<file path="src/rtl/synt_pkg.sv">
// Shared constants and state encoding for the synthesizer power/cal sequencer.
package synt_pkg;

  localparam int CNT_W       = 12;
  localparam int RETRY_W     = 2;

  localparam int SETTLE_CYC  = 64;
  localparam int CAL_CYC     = 4;
  localparam int TIMEOUT_CYC = 2048;
  localparam int OFF_CYC     = 32;

  // Terminal-count values; each wait lasts exactly N cycles with the counter starting at 0.
  localparam logic [CNT_W-1:0] SETTLE_LAST  = CNT_W'(SETTLE_CYC - 1);
  localparam logic [CNT_W-1:0] CAL_LAST     = CNT_W'(CAL_CYC - 1);
  localparam logic [CNT_W-1:0] TIMEOUT_LAST = CNT_W'(TIMEOUT_CYC - 1);
  localparam logic [CNT_W-1:0] OFF_LAST     = CNT_W'(OFF_CYC - 1);

  localparam logic [RETRY_W-1:0] MAX_RETRY  = 2'd3;

  typedef enum logic [2:0] {
    ST_IDLE     = 3'd0,
    ST_PWRUP    = 3'd1,
    ST_CAL      = 3'd2,
    ST_WAIT_RDY = 3'd3,
    ST_LOCKED   = 3'd4,
    ST_RETRY    = 3'd5,
    ST_FAIL     = 3'd6
  } state_t;

endpackage

</file>
<file path="src/rtl/synt_sync2.sv">
// Generic two-flop synchroniser with async active-low reset to 0.
module synt_sync2 (
  input  logic clk,
  input  logic rst_n,
  input  logic d,
  output logic q
);

  logic meta;

  // Two back-to-back flops; q is the settled copy of d.
  always_ff @(posedge clk or negedge rst_n) begin
    if (!rst_n) begin
      meta <= 1'b0;
      q    <= 1'b0;
    end else begin
      meta <= d;
      q    <= meta;
    end
  end

endmodule

</file>
<file path="src/rtl/synt_pwr_seq.sv">
// Synthesizer power-up / calibration initiator with bounded waits and power-cycle retries.
//
//  state    | meaning
//  ---------+-------------------------------------------------------------
//  IDLE     | synth off, waiting for en_req
//  PWRUP    | pu_synt high, supply settling for SETTLE_CYC cycles
//  CAL      | cal_synt pulse, CAL_CYC cycles
//  WAIT_RDY | waiting for synchronised ready, bounded by TIMEOUT_CYC
//  LOCKED   | synth ready; losing ready triggers a power-cycle
//  RETRY    | pu_synt low for OFF_CYC cycles before the next attempt
//  FAIL     | retries exhausted; held until clr_err
module synt_pwr_seq
  import synt_pkg::*;
(
  input  logic               clk,
  input  logic               rst_n,
  input  logic               en_req,
  input  logic               clr_err,
  input  logic               rdy_synt,
  output logic               pu_synt,
  output logic               cal_synt,
  output logic               locked,
  output logic               err,
  output logic [RETRY_W-1:0] retry_cnt
);

  state_t           state;
  state_t           state_nxt;
  logic [CNT_W-1:0] cnt;
  logic             rdy_s;

  synt_sync2 u_rdy_sync (
    .clk   (clk),
    .rst_n (rst_n),
    .d     (rdy_synt),
    .q     (rdy_s)
  );

  // Next-state decode; dropping en_req wins over everything except FAIL.
  always_comb begin
    state_nxt = state;
    if (!en_req && state != ST_FAIL) begin
      state_nxt = ST_IDLE;
    end else begin
      unique case (state)
        ST_IDLE:     state_nxt = ST_PWRUP;
        ST_PWRUP:    if (cnt == SETTLE_LAST) state_nxt = ST_CAL;
        ST_CAL:      if (cnt == CAL_LAST) state_nxt = ST_WAIT_RDY;
        ST_WAIT_RDY: begin
          // A ready arriving on the timeout cycle still counts as a lock.
          if (rdy_s)
            state_nxt = ST_LOCKED;
          else if (cnt == TIMEOUT_LAST)
            state_nxt = (retry_cnt < MAX_RETRY) ? ST_RETRY : ST_FAIL;
        end
        ST_LOCKED:   if (!rdy_s) state_nxt = ST_RETRY;
        ST_RETRY:    if (cnt == OFF_LAST) state_nxt = ST_PWRUP;
        ST_FAIL:     if (clr_err) state_nxt = ST_IDLE;
        default:     state_nxt = ST_IDLE;
      endcase
    end
  end

  // State register with outputs decoded from the next state so they switch with it.
  always_ff @(posedge clk or negedge rst_n) begin
    if (!rst_n) begin
      state    <= ST_IDLE;
      pu_synt  <= 1'b0;
      cal_synt <= 1'b0;
      locked   <= 1'b0;
      err      <= 1'b0;
    end else begin
      state    <= state_nxt;
      pu_synt  <= (state_nxt == ST_PWRUP) || (state_nxt == ST_CAL) ||
                  (state_nxt == ST_WAIT_RDY) || (state_nxt == ST_LOCKED);
      cal_synt <= (state_nxt == ST_CAL);
      locked   <= (state_nxt == ST_LOCKED);
      err      <= (state_nxt == ST_FAIL);
    end
  end

  // Shared cycle counter: cleared on every state change, runs only in timed states.
  always_ff @(posedge clk or negedge rst_n) begin
    if (!rst_n) begin
      cnt <= '0;
    end else if (state_nxt != state) begin
      cnt <= '0;
    end else if (state == ST_PWRUP || state == ST_CAL ||
                 state == ST_WAIT_RDY || state == ST_RETRY) begin
      cnt <= cnt + 1'b1;
    end
  end

  // Retry counter: cleared on abort, new bring-up and lock; bumped on entering RETRY.
  always_ff @(posedge clk or negedge rst_n) begin
    if (!rst_n) begin
      retry_cnt <= '0;
    end else if (!en_req && state != ST_FAIL) begin
      retry_cnt <= '0;
    end else if ((state == ST_IDLE && state_nxt == ST_PWRUP) || state_nxt == ST_LOCKED) begin
      retry_cnt <= '0;
    end else if (state_nxt == ST_RETRY && state != ST_RETRY) begin
      if (retry_cnt != MAX_RETRY)
        retry_cnt <= retry_cnt + 1'b1;
    end
  end

endmodule
</file>
<file path="config.mk">
export PLATFORM = sky130hd
export DESIGN_NAME = synt_pwr_seq
export DESIGN_NICKNAME = d
export VERILOG_FILES = /design/src/rtl/synt_pkg.sv /design/src/rtl/synt_sync2.sv /design/src/rtl/synt_pwr_seq.sv
export SDC_FILE = /design/constraint.sdc
export NUM_CORES = 1
export LEC_CHECK = 0
export CAP_MARGIN = 20
export CORE_ASPECT_RATIO = 0.5
export CORE_MARGIN = 4
export CORE_UTILIZATION = 44
export DETAILED_ROUTE_END_ITERATION = 10
export PLACE_DENSITY = 0.68
export SYNTH_ARGS = -nofsm -noshare
export SYNTH_HDL_FRONTEND = slang
export SYNTH_SLANG_ARGS = --single-unit
</file>
<file path="constraint.sdc">
create_clock -name clk -period 2.3 [get_ports clk]
set_input_delay 0.23 -clock clk [delete_from_list [all_inputs] [get_ports clk]]
set_output_delay 0.23 -clock clk [all_outputs]
set_load 0.05 [all_outputs]
</file>
==> flow_metrics.tcl <==
set metrics [dict create \
    status "finished, final reports clean" \
    clockBufferDepth 2 \
    regToRegSetupSlack_ns 0.11 \
    p_leak_nw 0.682 \
    arrival_ns 2.34 \
    die-height_um 49.3 \
    fin_crit_ns 2.19 \
    fin_util_pct 55.9 \
    antenna_found_initial 0 \
    io_pins 11 \
    synth_edf_count 0 \
    worstSkewPairLatency_ns 0.26 \
    ys_seq_area_share_pct 38.3 \
    gp_congestion 0.879 \
    grt_usage_pct 14.2 \
    synth-main-ff-cell "dfrtp_1" \
    drc_errors 0 \
    routed_via_density 5.30 \
    drt_first_pass_iters 4 \
    design_area_mm2 0.00175 \
    layout_commonest_cell "nand2_1" \
    hold_class "in2async" \
    setup_viol 0 \
    r2r-end "retry_cnt[0]$_DFFE_PN0P_" \
    coreArea_mm2 0.00314 \
    critPathCapture "retry_cnt[0]$_DFFE_PN0P_" \
    crit_path_end_kind "register" \
    synthMuxAreaShare_pct 0.667 \
    rr_worst_depth 7 \
    syn_inst 158 \
    dp_hpwl_um 2220 \
    start_kind "register" \
    crit_start "cnt[0]$_DFFE_PN0P_" \
    via_count 1151 \
    whs_ns 0.306 \
    cts-root-buf "clkbuf_8" \
    grt_pass1_wl_um 5040 \
    hold_violations 0 \
    wl_per_cell_um 13.5 \
    async_flop_share_pct 100 \
    drv_slew 0 \
    die_area_mm2 0.00447 \
    place_area_mm2 0.00168 \
    path_clk_slew_ns 0.08 \
    synthSimpleGateAreaFrac_pct 31.4 \
    fp-row-count 14 \
    fin_cells 217 \
    synth_top_family_by_area "simple AND/OR/NAND/NOR gates" \
    start_util_pct 47.9 \
    synth_area_mm2 0.00150 \
    synthXorXnorAreaFrac_pct 8.08 \
    timing.rr.start "cnt[0]$_DFFE_PN0P_" \
    ys_types 53 \
    drive_gt1_share_pct 23.7 \
    cts_tree "yes" \
    yosysWarningCount 0 \
    finalNetCount 185 \
    n_antenna_cell 0 \
    maxCapViolations 0 \
    clock_sinks 23 \
    most-common-layout-cells "nand2_1, dfrtp_1, nor2_1" \
    hold_buffers 0 \
    grt_max_degree 24 \
    crit_required_ns 2.45 \
    syn-num-nets 165 \
    drtIter0Drc 41 \
    synth_compound_area_share_pct 14.8 \
    slew_headroom_pct 67.2 \
    port_buffers 10 \
    ys_ff_latch 23 \
    cellPowerDensity_mw_per_mm2 432 \
    nFillCells 276 \
    dp_cells 212 \
    synth_fa_ha_area_share_pct 1.67 \
    grt_overflow 0 \
    grt_pass1_vias 1043 \
    period_share_pct 95.4 \
    synth.avg_cell_area_um2 9.50 \
    skew_ns 0.00196 \
    crit_fanout 4 \
    postRouteAntennaNets 0 \
    die_x_um 90.6 \
    fmax_mhz 456 \
    peakVddDrop_uv 122 \
    tightest_slew_ns 0.491 \
    routed_wl_um 2940 \
    path_class "reg2reg" \
    area_growth_pct 16.7 \
    cts-buffers-inserted 3 \
    htree_levels 1 \
]
worst max-delay path: stages (launching register included):
cell and delay, ns:
dfrtp_1 0.42, ha_2 0.22, nand3_2 0.08, or4_4 0.57, o21ai_4 0.17, nand3_1 0.18, a221oi_2 0.33, o2bb2ai_1 0.11
routing by layer:
| layer | vias to the layer above | GRT usage [%] | part of all wire, % |
|---|---|---|---|
| met5 | - | 0 | 0 |
| met4 | 0 | 3.81 | 1.3 |
| met3 | 4 | 3.70 | 3.9 |
| met2 | 17 | 20.9 | 42 |
| met1 | 541 | 20.4 | 53 |
| li1 | 589 | - | - |
synthesized netlist by cell type, types with 2 or more instances:
| cell type | n | share of area [%] |
|---|---|---|
| xnor2_1 | 11 | 6.4 |
| a21o_1 | 2 | 1.0 |
| ha_1 | 2 | 1.7 |
| nand3b_1 | 2 | 1.0 |
| o31ai_1 | 2 | 1.0 |
| o2bb2ai_1 | 2 | 1.2 |
| nor3b_1 | 3 | 1.5 |
| dfrtp_1 | 23 | 38 |
| nor4b_1 | 2 | 1.2 |
| clkbuf_8 | 2 | 1.8 |
| inv_1 | 7 | 1.8 |
| nand3_2 | 2 | 1.3 |
| or4_4 | 2 | 1.5 |
| nor3_1 | 2 | 0.67 |
| nor2b_1 | 3 | 1.3 |
| nand3_1 | 3 | 1.0 |
| nor2_2 | 10 | 4.2 |
| nor2_1 | 13 | 3.3 |
| nand4_1 | 4 | 1.7 |
| o21ai_0 | 2 | 0.67 |
| a21oi_1 | 3 | 1.0 |
| nand2_1 | 25 | 6.3 |
repair_timing:
item,4_1_cts,5_1_grt
buffers inserted,0,1
gates resized for setup,0,4
endpoints found under the hold margin,0,0
endpoints found under the setup margin,0,4
kinds of logic (layout without fill, tap and decap cells):
group | Yosys count | in the layout
simple gates | 81 | 81
buf+inv | 12 | 31
flops | 23 | 23
fa+ha+maj | 2 | 2
mux | 1 | 1
compound gates | 26 | 26
xor+xnor | 13 | 13
state kept, by name (all words and copies together) (netlist names):
name and cells:
u_rdy_sync.meta 1, u_rdy_sync.q 1, cal_synt 1, err 1
locked 1, cnt 12, pu_synt 1, state 3
retry_cnt 2
power breakdown:
part           switching (mW)  internal (mW)  total, mW  leakage [nW]
clock network           0.124          0.124      0.248        0.0228
logic                  0.0466         0.0382     0.0848         0.349
registers              0.0108          0.413      0.424         0.311
total                   0.182          0.575      0.757         0.682
worst min path at each step:
stage                              to  cells after the start  slack [ns]                       from
6_report          cnt[11]$_DFFE_PN0P_                      2        0.31                      rst_n
5_1_grt            cnt[9]$_DFFE_PN0P_                      2        0.34                      rst_n
4_1_cts            cnt[9]$_DFFE_PN0P_                      2        0.31                      rst_n
3_5_place_dp   u_rdy_sync.q$_DFF_PN0_                      0        0.34  u_rdy_sync.meta$_DFF_PN0_
3_3_place_gp   u_rdy_sync.q$_DFF_PN0_                      0        0.33  u_rdy_sync.meta$_DFF_PN0_
2_1_floorplan      cal_synt$_DFF_PN0_                      0       -0.07                      rst_n
final cells by class:
| cell class | instances | area (um2) | area share [%] |
|---|---|---|---|
| clock buffers | 4 | 45.0 | 2.57 |
| inverters | 7 | 26.3 | 1.50 |
| multi-input cells | 123 | 868 | 49.5 |
| flip-flops and latches | 23 | 576 | 32.8 |
| well taps | 40 | 50.0 | 2.86 |
| repair buffers | 20 | 188 | 10.7 |
through the flow:
step	TNS [ns]	worst slack, ns	total power, mW
6_report	0	0.107	0.757
2_1_floorplan	0	0.200	0.482
3_5_place_dp	0	0.108	0.514
4_1_cts	0	0.0800	0.764
3_3_place_gp	0	0.157	0.513
5_1_grt	-0.0225	-0.00999	0.801
Note: power is estimated with default switching activity, not from simulation.
